<file path="src/rtl/tile_seq_gemm.sv">
// Tile sequencer for C = A x B: walks (mi, ni, ki) tiles issuing load/compute/store handshakes.
// Optional busy/stall performance counters are built when TILE_SEQ_PERF_EN is defined.
module tile_seq_gemm #(
    parameter int TILE       = 16,
    parameter int ADDR_WIDTH = 16,
    parameter int DIM_WIDTH  = 16,
    localparam int TW        = $clog2(TILE) + 1
) (
    input  logic                  clk,
    input  logic                  rst,
    input  logic                  start,
    input  logic [DIM_WIDTH-1:0]  cfg_m,
    input  logic [DIM_WIDTH-1:0]  cfg_n,
    input  logic [DIM_WIDTH-1:0]  cfg_k,
    input  logic [ADDR_WIDTH-1:0] cfg_base_a,
    input  logic [ADDR_WIDTH-1:0] cfg_base_b,
    input  logic [ADDR_WIDTH-1:0] cfg_base_c,
    input  logic [DIM_WIDTH-1:0]  cfg_ld_a,
    input  logic [DIM_WIDTH-1:0]  cfg_ld_b,
    input  logic [DIM_WIDTH-1:0]  cfg_ld_c,
    output logic                  busy,
    output logic                  done,
    output logic                  err,
    output logic                  ld_req,
    output logic                  ld_sel,
    output logic [ADDR_WIDTH-1:0] ld_addr,
    output logic [TW-1:0]         ld_rows,
    output logic [TW-1:0]         ld_cols,
    output logic [DIM_WIDTH-1:0]  ld_stride,
    input  logic                  ld_ack,
    output logic                  cmp_start,
    output logic                  cmp_first,
    input  logic                  cmp_ack,
    output logic                  st_req,
    output logic [ADDR_WIDTH-1:0] st_addr,
    output logic [TW-1:0]         st_rows,
    output logic [TW-1:0]         st_cols,
    output logic [DIM_WIDTH-1:0]  st_stride,
    input  logic                  st_ack,
    output logic [31:0]           perf_cycles,
    output logic [31:0]           perf_stall
);
    localparam int LG = $clog2(TILE);
    localparam logic [ADDR_WIDTH-1:0] TILE_A = ADDR_WIDTH'(TILE);
    localparam logic [DIM_WIDTH-1:0]  TILE_D = DIM_WIDTH'(TILE);

    typedef enum logic [2:0] {
        S_IDLE, S_CHECK, S_LOAD_A, S_LOAD_B, S_COMPUTE, S_STORE, S_FIN
    } state_t;

    state_t state, state_nxt;
    logic acked, err_q;
    logic [DIM_WIDTH-1:0]  n_s, k_s, ld_a_s, ld_b_s, ld_c_s;
    logic [ADDR_WIDTH-1:0] base_b_s;
    logic [DIM_WIDTH-1:0]  ki, m_rem, n_rem, k_rem;
    logic [ADDR_WIDTH-1:0] a_row, b_row, c_row, k_off, n_off;
    logic last_m, last_n, last_k, any_zero, ack_hit, accept;

    function automatic logic [TW-1:0] clip(input logic [DIM_WIDTH-1:0] r);
        return (r >= TILE_D) ? TW'(TILE) : r[TW-1:0];
    endfunction

    assign last_m   = m_rem <= TILE_D;
    assign last_n   = n_rem <= TILE_D;
    assign last_k   = k_rem <= TILE_D;
    assign any_zero = (m_rem == '0) || (n_rem == '0) || (k_rem == '0);
    assign accept   = (state == S_IDLE) && start;
    assign ack_hit  = (ld_req & ld_ack) | (cmp_start & cmp_ack) | (st_req & st_ack);

    always_ff @(posedge clk or posedge rst) begin
        if (rst) state <= S_IDLE;
        else     state <= state_nxt;
    end

    // Each request state spends one extra cycle after its ack with req low,
    // so req drops for a cycle before the next state's req rises.
    always_comb begin
        state_nxt = state;
        unique case (state)
            S_IDLE:    if (start) state_nxt = S_CHECK;
            S_CHECK:   state_nxt = any_zero ? S_FIN : S_LOAD_A;
            S_LOAD_A:  if (acked) state_nxt = S_LOAD_B;
            S_LOAD_B:  if (acked) state_nxt = S_COMPUTE;
            S_COMPUTE: if (acked) state_nxt = last_k ? S_STORE : S_LOAD_A;
            S_STORE:   if (acked) state_nxt = (last_m && last_n) ? S_FIN : S_LOAD_A;
            S_FIN:     state_nxt = S_IDLE;
            default:   state_nxt = S_IDLE;
        endcase
    end

    always_comb begin
        busy = 1'b0; done = 1'b0; err = 1'b0;
        ld_req = 1'b0; ld_sel = 1'b0; ld_addr = '0; ld_rows = '0; ld_cols = '0; ld_stride = '0;
        cmp_start = 1'b0; cmp_first = 1'b0;
        st_req = 1'b0; st_addr = '0; st_rows = '0; st_cols = '0; st_stride = '0;
        unique case (state)
            S_CHECK: busy = 1'b1;
            S_LOAD_A: begin
                busy = 1'b1; ld_req = !acked;
                ld_addr = a_row + k_off; ld_rows = clip(m_rem); ld_cols = clip(k_rem);
                ld_stride = ld_a_s;
            end
            S_LOAD_B: begin
                busy = 1'b1; ld_req = !acked; ld_sel = 1'b1;
                ld_addr = b_row + n_off; ld_rows = clip(k_rem); ld_cols = clip(n_rem);
                ld_stride = ld_b_s;
            end
            S_COMPUTE: begin
                busy = 1'b1; cmp_start = !acked; cmp_first = !acked && (ki == '0);
            end
            S_STORE: begin
                busy = 1'b1; st_req = !acked;
                st_addr = c_row + n_off; st_rows = clip(m_rem); st_cols = clip(n_rem);
                st_stride = ld_c_s;
            end
            S_FIN: begin
                done = 1'b1; err = err_q;
            end
            default: ;
        endcase
    end

    always_ff @(posedge clk or posedge rst) begin
        if (rst) begin
            acked <= 1'b0; err_q <= 1'b0;
            n_s <= '0; k_s <= '0; ld_a_s <= '0; ld_b_s <= '0; ld_c_s <= '0; base_b_s <= '0;
            ki <= '0; m_rem <= '0; n_rem <= '0; k_rem <= '0;
            a_row <= '0; b_row <= '0; c_row <= '0; k_off <= '0; n_off <= '0;
        end else begin
            acked <= ack_hit;
            if (state == S_CHECK && any_zero) err_q <= 1'b1;
            if (accept) begin
                err_q <= 1'b0;
                n_s <= cfg_n; k_s <= cfg_k;
                ld_a_s <= cfg_ld_a; ld_b_s <= cfg_ld_b; ld_c_s <= cfg_ld_c;
                base_b_s <= cfg_base_b;
                ki <= '0; m_rem <= cfg_m; n_rem <= cfg_n; k_rem <= cfg_k;
                a_row <= cfg_base_a; b_row <= cfg_base_b; c_row <= cfg_base_c;
                k_off <= '0; n_off <= '0;
            end else if (state == S_COMPUTE && acked) begin
                if (last_k) begin
                    ki <= '0; k_off <= '0; k_rem <= k_s; b_row <= base_b_s;
                end else begin
                    ki <= ki + 1'b1; k_off <= k_off + TILE_A; k_rem <= k_rem - TILE_D;
                    b_row <= b_row + (ADDR_WIDTH'(ld_b_s) << LG);
                end
            end else if (state == S_STORE && acked) begin
                if (last_n) begin
                    n_off <= '0; n_rem <= n_s;
                    if (!last_m) begin
                        m_rem <= m_rem - TILE_D;
                        a_row <= a_row + (ADDR_WIDTH'(ld_a_s) << LG);
                        c_row <= c_row + (ADDR_WIDTH'(ld_c_s) << LG);
                    end
                end else begin
                    n_off <= n_off + TILE_A; n_rem <= n_rem - TILE_D;
                end
            end
        end
    end

`ifdef TILE_SEQ_PERF_EN
    logic [31:0] cyc_q, stall_q;
    logic stall_now;
    assign stall_now = (ld_req & !ld_ack) | (cmp_start & !cmp_ack) | (st_req & !st_ack);

    always_ff @(posedge clk or posedge rst) begin
        if (rst) begin
            cyc_q <= '0; stall_q <= '0;
        end else if (accept) begin
            cyc_q <= '0; stall_q <= '0;
        end else begin
            if (busy && cyc_q != '1)        cyc_q   <= cyc_q + 1'b1;
            if (stall_now && stall_q != '1) stall_q <= stall_q + 1'b1;
        end
    end
    assign perf_cycles = cyc_q;
    assign perf_stall  = stall_q;
`else
    assign perf_cycles = '0;
    assign perf_stall  = '0;
`endif
endmodule
</file>
<file path="config.mk">
export PLATFORM = sky130hd
export DESIGN_NAME = tile_seq_gemm
export DESIGN_NICKNAME = d
export VERILOG_FILES = /design/src/rtl/tile_seq_gemm.sv
export SDC_FILE = /design/constraint.sdc
export NUM_CORES = 1
export LEC_CHECK = 0
export CAP_MARGIN = 40
export CORE_MARGIN = 4
export CORE_UTILIZATION = 43
export DETAILED_ROUTE_END_ITERATION = 12
export GPL_TIMING_DRIVEN = 0
export HOLD_SLACK_MARGIN = 0.08
export PLACE_DENSITY = 0.74
export SLEW_MARGIN = 20
export SYNTH_ARGS = -nofsm -noshare
export SYNTH_HDL_FRONTEND = slang
export SYNTH_SLANG_ARGS = --single-unit
</file>
<file path="constraint.sdc">
create_clock -name clk -period 15.05 [get_ports clk]
set_input_delay 1.505 -clock clk [delete_from_list [all_inputs] [get_ports clk]]
set_output_delay 1.505 -clock clk [all_outputs]
set_load 0.01 [all_outputs]
</file>
Yosys cells after proc, flatten, opt, wreduce, memory -nomap -nowiden
Cells that the tools add are included.

word-level totals
  register bits = 245
  output and inout bits = 156

cells by class
  add/sub/neg operators = 12
  order comparisons = 6
  eq/ne operators = 13
  mux-type cells = 65
  bitwise operators = 5
  reductions and logical operators = 23

operators by type and width
  cell                   number
  $mux 16                37
  $add 16x16->16         6
  $logic_not 16->1       4
  $pmux 16 s2            2
  $ge 16x5->1 const B    3
  $le 16x5->1 const B    3
  $sub 16x5->16 const B  3
  $add 16x5->16 const B  2
  $mux 5                 5
  $mux 3                 8
  $pmux 5 s2             2
  $pmux 3 s6             1
  $add 16x1->16 const B  1
  $ne 2x2->1 const B     6
  $mux 1                 10
  $eq 3x3->1 const B     3
  $reduce_bool 2->1      4
  $eq 3x2->1 const B     2
  $logic_and 1x1->1      6
  $reduce_and 5->1       1
  $reduce_or 5->1        1
  $reduce_and 4->1       1
  $and 1x1->1            3
  $eq 3x1->1 const B     1
  other kinds (7)        9

Depth between registers and ports, before layout
  word-level depth = 6
  gate-level depth with buffers = 10
  depth with buffers taken out = 8

Least setup slack after synthesis
OpenSTA, ideal clock, no wires.

  path kind = register to output
  start point = register a_row[5]
  end point = output port ld_addr[15]
  arrival time = 2238 ps
  path slack = 11307 ps
  cell stages (with the launch flop) = 8
  path buffers = 0
  path through = dfrtp_1 -> ha_1 -> a211o_1 -> a2111oi_0 -> o31ai_1 -> a31oi_1 -> xnor2_1 -> o22ai_1

on the way
  word-level cells in the longest chain between the ends = 2

RTL lines
  item                      line  RTL
  start: declaration        56    logic [ADDR_WIDTH-1:0] a_row, b_row, c_row, k_off, n_off;
  start signal: assignment  138   a_row <= cfg_base_a; b_row <= cfg_base_b; c_row <= cfg_base_c;
  start signal: assignment  152   a_row <= a_row + (ADDR_WIDTH'(ld_a_s) << LG);
  $add 16x16->16            100   ld_addr = a_row + k_off; ld_rows = clip(m_rem); ld_cols = clip(k_rem);
  $pmux 16 s2               96    unique case (state)
  end: declaration          26    output logic [ADDR_WIDTH-1:0] ld_addr,

Every way passes these cells.

Worst setup path in the final report
  start point = register state[0]
  end point = output port ld_stride[6]

on the way
  word-level cells in the longest chain between the ends = 2
  elaborated cells between the ends (all ways) = 3
  those cells by class = eq/ne: 2; mux: 1

RTL lines
  item                      line  RTL
  start: declaration        51    state_t state, state_nxt;
  start signal: assignment  72    else state <= state_nxt;
  $eq 3x2->1                96
  $pmux 16 s2 (*)           96
  end: declaration          29    output logic [DIM_WIDTH-1:0] ld_stride,

Mark *: on every way between the ends. The rest lies on a longest branch, timed or not.

==> results.yml <==
clock_tree:
  postCtsHoldBufs: 0
  clk_pin_slew_ps: 70
  clk_path_buf_depth: 3
  cts_buffers: 27
  insertion_delay_ps: 570
  cts_tree: "done"
  post_cts_buffers: 0
  htreeDepth: 1
  cts_resized: 0
  clock-sinks: 237
  cts-root-buf: "clkbuf_16"
synthesis:
  syn_area_um2: 14900
  synthArstFlopShare_pct: 100
  synthFlopType: "dfrtp_1"
  ys_types: 73
  synthTopCellsByCount: "459 x nand2_1, 237 x dfrtp_1, 118 x nor2_1"
  synth_edf_count: 0
  synth.most_common_cell: "nand2_1"
  synth_seq_area_share_pct: 39.7
  synth.largest_area_cell: "dfrtp_1"
  synth.area.top_cells: "dfrtp_1 40%, nand2_1 12%, ha_1 6.6%"
  ys_ff_latch: 237
  yosysWarnings: 0
  syn-instance-count: 1790
  yosys.area.top_type_share_pct: 39.7
  syn_avg_cell_area_um2: 8.34
floorplanning:
  io_pins: 306
  row_count: 67
  die_w_um: 194
  dieArea_um2: 37800
  die_h_um: 194
  initial_core_util_pct: 44.1
  core_um2: 33900
sta:
  fin_crit_sh_pct: 36.1
  holdWs_ps: 468
  slew_viol_final: 0
  fin_ws_ps: 9610
  fin_crit_ps: 5440
  timing.slew.headroom_pct: 40.5
  hold_viol: 0
  finClkSkew_ps: 21.9
  worst_pin_slew_ps: 893
  clock.fmax_mhz: 184
  final.setup.tns_ps: 0
  rsz0062_at_grt: "no"
  setup_viol: 0
setup_path:
  critPathKind: "flip-flop to output port"
  max_stage_delay_ps: 710
  cpLargestDelayFamily: "buffers and inverters"
  cp_cell_sequence: "clkbuf_1, clkbuf_1, nand3_1, inv_1, buf_1, a22o_1, clkdlybuf4s50_1"
  worst-r2r-cell-count: 7
  r2r-end: "ld_c_s[2]$_DFFE_PP0P_"
  cp.arrival_ps: 3930
  cp_common_cell: "clkbuf_1"
  crit_buf_inv: 5
  crit_required_ps: 13550
  cp_slowest_cell: "buf_1"
  worstSetupEndpointType: "output port"
  setup.worst_path.start_class: "flip-flop"
  r2r_start: "state[1]$_DFFE_PP0P_"
  r2r_slack_ps: 11620
  cp_max_fo: 10
global_route:
  grt_pass1_vias: 14479
  overflow: 0
  grt_pass1_wl_um: 83500
  antenna_found_initial: 0
  grt_max_degree: 101
  grt_usage_pct: 27.8
power_and_ir_drop:
  pwr-share-seq_pct: 31.2
  leakage_nw: 8.94
  switching_share_pct: 44.0
  combPwrFrac_pct: 50.8
  internal_power_w: 0.00212
  p_sw_w: 0.00166
  pwr-share-clk_pct: 18.0
  p_per_area_nw_per_um2: 197
  max-vdd-ir-drop_mv: 0.138
detailed_routing:
  routed.top_layer: "met4"
  wl_met1_um: 21800
  vias: 14910
  drc_errors: 0
  drt_pass1_iterations: 6
  ant_nets: 0
  drt_iter0_drc: 1416
  wl_per_cell_um: 21.0
  dr_wl_met3_um: 5780
  routed_wl_um: 54700
  wl_met2_um: 24700
  vias_per_cell: 5.73
place:
  portBuffers: 241
  dp.final_hpwl_um: 41600
  place_ws_ps: 10090
  gp_congestion: 0.917
cells_and_area:
  insertedDiodeCount: 0
  final_nets: 2366
  area_growth_pct: 28.6
  drive_gt1_share_pct: 7.20
job:
  cap_viol_max_count: 0
run_status:
  status: "finished clean"
worst_hold_path:
  min_path_type: "flip-flop to flip-flop"
  whs_path_depth: 2
  min_from: "ld_c_s[15]$_DFFE_PP0P_"
  min_to: "ld_c_s[15]$_DFFE_PP0P_"
[registers in the layout, summed over array words and instances (netlist names)]
| register | cells |
|---|---|
| k_s | 16 |
| base_b_s | 16 |
| state | 3 |
| k_rem | 16 |
| ld_b_s | 16 |
| k_off | 12 |
| a_row | 16 |
| acked | 1 |
| n_rem | 16 |
| ld_a_s | 16 |
| n_s | 16 |
| ki | 16 |
| err_q | 1 |
| m_rem | 16 |
| n_off | 12 |
| c_row | 16 |
| ld_c_s | 16 |
| b_row | 16 |
[area by class of cell]
| class | count | area [um^2] |
|---|---|---|
| fill | 3053 | 14700 |
| multi-input combinational | 1439 | 8320 |
| sequential | 237 | 5930 |
| timing repair buffer | 252 | 2560 |
| buffer | 154 | 833 |
| clock buffer | 41 | 828 |
| tap | 448 | 561 |
| inverter | 23 | 93.8 |
| clock inverter | 8 | 77.6 |
[layer usage]
layer  vias to the layer above  GRT usage [%]
li1                       6862              -
met1                      7066           37.1
met2                       850           44.6
met3                       132           5.97
met4                         0           10.4
met5                         -              0
[power groups by stage]
stage / Combinational (W) / Sequential [W] / Clock, W
6_report: 0.00192 / 0.00118 / 0.000681
5_1_grt: 0.00211 / 0.00121 / 0.000707
4_1_cts: 0.00189 / 0.00117 / 0.000683
3_5_place_dp: 0.00187 / 0.00118 / 0
3_3_place_gp: 0.00181 / 0.00117 / 0
2_1_floorplan: 0.00129 / 0.00107 / 0
[cells in the final DEF (no fill, tap or decap), drive strengths merged, types with 7 or more instances in the layout]
master and instances:
a22o 39, clkdlybuf4s50 241, o21ai 111, o31ai 11, buf 96, a22oi 7, mux2i 9, conb 64
o21a 13, o211ai 11, nand2 459, and2 33, inv 24, a211oi 12, a21o 28, a21oi 73
nand4 11, and3 23, nor3 28, xnor2 36, a2bb2oi 12, nor2 119, o2111ai 7, nand2b 10
nand3 33, or3 8, dfrtp 237, nor4 23, or4 8, o22ai 32, a31oi 29, ha 79
clkbuf 109, xor2 35
[metrics by stage]
stage          area [um^2]  total power [W]  util, %  cells
2_1_floorplan        15200          0.00236        -   1853
3_5_place_dp         18300          0.00305     53.9   2549
4_1_cts              19200          0.00374     56.6   2598
3_3_place_gp         18100          0.00298     53.6   2542
5_1_grt              19200          0.00403     56.7   2602
6_report             19200          0.00378     56.7   2602
[worst max-delay path by stage]
| stage | cells after the start | endpoint | slack (ps) | startpoint |
|---|---|---|---|---|
| 6_report | 7 | ld_stride[6] | 9610 | state[0]$_DFFE_PP0P_ |
| 3_3_place_gp | 2 | b_row[5]$_DFFE_PP0P_ | 3830 | rst |
| 3_5_place_dp | 8 | ld_c_s[10]$_DFFE_PP0P_ | 10090 | start |
| 4_1_cts | 7 | ld_stride[6] | 9730 | state[0]$_DFFE_PP0P_ |
| 5_1_grt | 7 | ld_stride[10] | 9540 | state[0]$_DFFE_PP0P_ |
| 2_1_floorplan | 1 | a_row[0]$_DFFE_PP0P_ | 7040 | rst |
[worst min-delay path, delay by kind of cell (launching register included)]
| kind | cells | cell delay (ps) |
|---|---|---|
| and+or+nand+nor | 2 | 100 |
| DFF | 1 | 330 |
[logic make-up after synthesis]
group,synth area share [%]
xor+xnor,4.16
simple gates,22.9
other cells,0.0251
fa+ha+maj,7.02
flops,39.7
compound gates,19.0
buf+inv,6.16
mux,0.980
Power figures use the tool's default switching activity.
==> variant 1 (same settings) <==
Add an input register stage for `cfg_ld_b`; this delays it by one clock. The other inputs are not delayed to match.
--- a/src/rtl/tile_seq_gemm.sv
+++ b/src/rtl/tile_seq_gemm.sv
@@ -49,2 +49,8 @@
     } state_t;
+
+    logic [DIM_WIDTH-1:0] cfg_ld_b_q;
+
+    always_ff @(posedge clk) begin
+        cfg_ld_b_q <= cfg_ld_b;
+    end
 
@@ -134,3 +140,3 @@
                 n_s <= cfg_n; k_s <= cfg_k;
-                ld_a_s <= cfg_ld_a; ld_b_s <= cfg_ld_b; ld_c_s <= cfg_ld_c;
+                ld_a_s <= cfg_ld_a; ld_b_s <= cfg_ld_b_q; ld_c_s <= cfg_ld_c;
                 base_b_s <= cfg_base_b;
Check against the original RTL: not equivalent (a bounded check fails within 10 cycles, from zero or initial values and one cycle with rst high).
==> variant 1 against the unedited design <==
Wire length decreased by 2.4%; die area increased by 1.5%; cell area is 1.8% higher; sequential cell count up 16; synthesized area increased by 1.6%; setup slack better by 0.21 ns; total power is 2.7% higher; register-to-register slack better by 0.30 ns; via count shrank 1.7%; largest power group unchanged.
==> variant 1: results (changes against the unedited design) <==
[outcome]
status = complete, no violations  ; unchanged

[detailed_routing]
top_layer = met5  ; was met4
route.met2.wl_um = 23970  ; was 24660 um
drt_iter0_markers = 1413  ; was 1416
wl_met3_um = 5171  ; was 5784 um
wl_met1_um = 21450  ; was 21770 um
vias_per_cell = 5.597  ; was 5.730

[synthesis]
yosysUniqueCellTypes = 68  ; was 73
ys_seq_area_share_pct = 41.19  ; was 39.71%
synth_common_cells = nand2_1 (435), dfrtp_1 (237), nor2_1 (138), o21ai_0 (119), a21oi_1 (84)  ; was nand2_1 (459), dfrtp_1 (237), nor2_1 (118), o21ai_0 (103), ha_1 (79)
synth.top_cells.by_area = dfrtp_1 (39%), nand2_1 (11%), ha_1 (6.7%), o21ai_0 (3.9%), nor2_1 (3.4%)  ; was dfrtp_1 (40%), nand2_1 (12%), ha_1 (6.6%), o21ai_0 (3.5%), buf_4 (3.3%)
async_reset_ff_share_pct = 93.68  ; was 100.0%

[worst_setup_path]
path_max_fanout = 5  ; was 10
critPathMaxStageDelay_ns = 0.58  ; was 0.71 ns

[power]
p_sw_mw = 1.694  ; was 1.664 mW
pwr-share-comb_pct = 49.4  ; was 50.8%
power_leakage_nw = 9.158  ; was 8.945 nW
p_clk_uw = 739  ; was 681 uW
irDropWorstVdd_uv = 121.1  ; was 137.5 uV
p_per_area_nw_per_um2 = 198.8  ; was 196.9 nW/um^2

[sta]
worst_pin_slew_ns = 0.8748  ; was 0.8928 ns
fin_skew_ns = 0.009900  ; was 0.02186 ns

[final_layout]
syn_to_final_growth_pct = 28.78  ; was 28.57%
layout.nets = 2375  ; was 2366
layout-drive-gt1-share_pct = 7.258  ; was 7.196%
fillers = 3088  ; was 3053

[cts]
clock_latency_ns = 0.55  ; was 0.57 ns
clkSlewWorstSetupHoldPaths_ns = 0.06
cts.path.max_buffers = 3  ; unchanged

[global_routing]
grt_first_pass_wirelength_um = 81030  ; was 83490 um
grt_start_max_net_pins = 105  ; was 101
grt_pass1_vias = 14270  ; was 14.48k

[placed_design]
place.gp.congestion = 0.9505  ; was 0.9171
dpl.hpwl_um = 41070  ; was 41570 um

## variant 1: cell type report
class / instances / share of cell area (%)
multi-input cells: 1437 / 42.32
flip-flops and latches: 253 / 31.98
repair buffers: 250 / 13.01
clock buffers: 41 / 4.353
plain buffers: 147 / 4.181
well taps: 455 / 2.913
clock inverters: 12 / 0.7618
inverters: 23 / 0.4802
## variant 1: worst max-delay path, delay by kind of cell (launching register included)
family / cells / cell delay, ns
compound gates: 5 / 1.54
fa+ha+maj: 1 / 0.34
simple gates: 1 / 0.14
xor+xnor: 1 / 0.11
flops: 1 / 0.46
buf+inv: 1 / 0.58
## variant 1: layer usage
| metal | GRT usage [%] | up-vias |
|---|---|---|
| li1 | - | 6815 |
| met1 | 34.96 | 6921 |
| met2 | 43.00 | 757 |
| met3 | 5.702 | 159 |
| met4 | 11.92 | 2 |
| met5 | 0 | - |
## variant 1: cell families after synthesis
family	after synthesis	synth area share (%)
compound gates	420	17.98
mux	12	0.7915
simple gates	763	21.68
other cells	1	0.02471
flops	253	41.19
fa+ha+maj	84	7.074
xor+xnor	92	5.310
buf+inv	170	5.953
## variant 1: through the flow
stage          cells  setup WS (ns)  area [sq um]
6_report        2618          9.822         19540
3_3_place_gp    2556          3.775         18400
2_1_floorplan   1860          7.042         15420
4_1_cts         2616          9.830         19520
5_1_grt         2618          9.641         19540
3_5_place_dp    2563          10.29         18520
## variant 1: path summary, 6_finish.rpt
kind | from | slack, ns | end | cells after the start
min reg2reg | cfg_ld_b_q[4] | 0.41 | ld_b_s[4] | 2
max | n_off[5] | 9.82 | st_addr[15] | 9
min in group asynchronous | rst | 1.37 | m_rem[9] | 2
max in group asynchronous | rst | 12.83 | a_row[0] | 3
min | cfg_ld_b_q[4] | 0.41 | ld_b_s[4] | 2
max reg2reg | state[2] | 11.92 | a_row[1] | 8
==> variant 2 (same flow settings) <==
Made on the original files. The option `TILE_SEQ_PERF_EN` is turned on by a define.
--- a/src/rtl/tile_seq_gemm.sv
+++ b/src/rtl/tile_seq_gemm.sv
@@ -2,2 +2,4 @@
 // Optional busy/stall performance counters are built when TILE_SEQ_PERF_EN is defined.
+`define TILE_SEQ_PERF_EN
+
 module tile_seq_gemm #(
Behaviour: not the same (Yosys sat finds a counterexample within 4 cycles, from zero or initial values and one cycle with rst high).
==> variant 2 against the unedited design <==
First-iteration DRC count grew 33%; clock power grew 44%; global-route usage grew 0.75 points; cell area grew 20%; clock skew grew 0.0019 ns; sequential cell count grew 64; setup slack lost 0.12 ns; wire length grew 20%; total power grew 16%; critical path type unchanged; combinational power grew 5%; synthesized area grew 18%; sequential power grew 18%; largest cell class unchanged.
==> variant 2: results (changes against the unedited design) <==
[cts]
cts_resized = 0  ; unchanged
cts.path.max_buffers = 3  ; unchanged
post_cts_buffers = 0  ; unchanged
clockRootBuffer = clkbuf_16  ; unchanged
clock_latency_ns = 0.57  ; about the same
cts-buffers-inserted = 37  ; was 27
htree_levels = 2  ; was 1
clkSlewWorstSetupHoldPaths_ns = 0.06

[outcome]
status = complete, no violations  ; unchanged

[worst_setup_path]
worst-r2r-setup-slack_ns = 11.35  ; was 11.62 ns
critPathArrivalTime_ns = 4.06  ; was 3.93 ns
critPathMaxStageDelay_ns = 0.72
path_max_fanout = 4  ; was 10
worst_path_max_delay_cell = a2111oi_0  ; was buf_1

[global_routing]
antenna_found_initial = 5  ; was 0
grt_pass1_vias = 16990  ; was 14.48k
globalRouteTotalUtil_pct = 28.52  ; was 27.76%
grt_start_max_net_pins = 106  ; was 101
grt_first_pass_wirelength_um = 98970  ; was 83490 um

[sta]
worst_pin_slew_ns = 0.8562  ; was 0.8928 ns
fin_skew_ns = 0.02375  ; was 0.02186 ns
report.final.hold_viol_count = 0  ; unchanged

[detailed_routing]
drtPass1Iterations = 6  ; unchanged
vias_per_cell = 5.793  ; was 5.730
drt_iter0_markers = 1885  ; was 1416
wl_um = 65540  ; was 54710 um

[synthesis]
yosysUniqueCellTypes = 76  ; was 73
synth_flop_cell = dfrtp_1  ; unchanged
syn_nets = 2311
synth_common_cells = nand2_1 (474), dfrtp_1 (301), nor2_1 (200), o21ai_0 (124), a21oi_1 (99)  ; was nand2_1 (459), dfrtp_1 (237), nor2_1 (118), o21ai_0 (103), ha_1 (79)
ys_seq_area_share_pct = 42.79  ; was 39.71%
synth.top_cells.by_area = dfrtp_1 (43%), nand2_1 (10%), ha_1 (5.8%), nor2_1 (4.3%), xnor2_1 (3.7%)  ; was dfrtp_1 (40%), nand2_1 (12%), ha_1 (6.6%), o21ai_0 (3.5%), buf_4 (3.3%)
yosysWarnings = 0  ; unchanged
async_reset_ff_share_pct = 100.0  ; unchanged

[power]
power_leakage_nw = 10.16  ; was 8.945 nW
p_sw_mw = 1.828  ; was 1.664 mW
irDropWorstVdd_uv = 86.86  ; was 137.5 uV

[min_path]
hold_class = flop to flop  ; unchanged

[final_layout]
layout-drive-gt1-share_pct = 4.768  ; was 7.196%
layout.nets = 2681  ; was 2366
fillers = 3534  ; was 3053

[placed_design]
portBuffers = 305  ; was 241
dpl.hpwl_um = 49470  ; was 41570 um
place.gp.congestion = 0.9407  ; was 0.9171

-- variant 2: power by group through the flow --
stage	Clock, mW	Combinational, mW	Sequential, mW
5_1_grt	1.02	2.19	1.42
4_1_cts	0.991	1.97	1.38
6_report	0.984	2.01	1.39
2_1_floorplan	0	1.28	1.29
3_3_place_gp	0	1.87	1.38
3_5_place_dp	0	1.96	1.39
-- variant 2: path summary, 6_finish.rpt --
| check | from | end | cells past startpoint |
|---|---|---|---|
| max | c_row[5] | st_addr[15] | 9 |
| min | c_row[0] | c_row[0] | 2 |
| max reg2reg | state[1] | perf_cycles[8] | 7 |
| min reg2reg | c_row[0] | c_row[0] | 2 |
| max in group asynchronous | rst | perf_cycles[12] | 5 |
| min in group asynchronous | rst | ld_b_s[14] | 2 |
-- variant 2: cells by family (layout without fill, tap and decap cells) --
| family | count (synthesis) | count (layout) | share of synthesized area, % |
|---|---|---|---|
| multiplexers | 40 | 40 | 2.324 |
| AND/OR/NAND/NOR | 977 | 977 | 25.08 |
| flip-flops | 301 | 301 | 42.79 |
| AO/OA/AOI/OAI | 408 | 408 | 14.21 |
| buffers and inverters | 138 | 536 | 3.078 |
| other | 0 | 7 | 0 |
| XOR/XNOR | 129 | 129 | 6.418 |
| adder cells (fa/ha/maj) | 84 | 84 | 6.099 |
-- variant 2: worst max-delay path: cells and delay by family, from the launching register on --
family | cells | cell delay, ns
AND/OR/NAND/NOR | 2 | 0.57
AO/OA/AOI/OAI | 4 | 1.28
adder cells (fa/ha/maj) | 1 | 0.36
buffers and inverters | 1 | 0.60
multiplexers | 1 | 0.27
flip-flops | 1 | 0.43
-- variant 2: area by class of cell --
cell class / count / area (sq um) / area share [%]
tap: 525 / 656.9 / 2.854
buffer: 98 / 391.6 / 1.701
timing repair buffer: 331 / 3391 / 14.73
multi-input combinational: 1638 / 9535 / 41.42
clock inverter: 14 / 209.0 / 0.9077
inverter: 40 / 157.7 / 0.6849
antenna: 7 / 17.52 / 0.07610
clock buffer: 53 / 1129 / 4.903
sequential: 301 / 7532 / 32.72
-- variant 2: routing by layer --
layer	wire, um	GRT usage [%]
met4	3120	13.28
met1	26140	37.59
met5	89	1.509
met2	30410	45.23
met3	5780	5.864
-- variant 2: through the flow --
step           std cells  setup WS [ns]  total power [mW]  instance area, sq um  hold slack, ns
2_1_floorplan       2077          5.227             2.565                 17600          0.4374
3_3_place_gp        2907          1.288             3.254                 21310          0.4515
3_5_place_dp        2924          9.917             3.346                 21570          0.4538
4_1_cts             2991          9.297             4.346                 22910          0.4689
5_1_grt             3006          9.463             4.638                 23020          0.4857
6_report            3007          9.487             4.387                 23020          0.4662
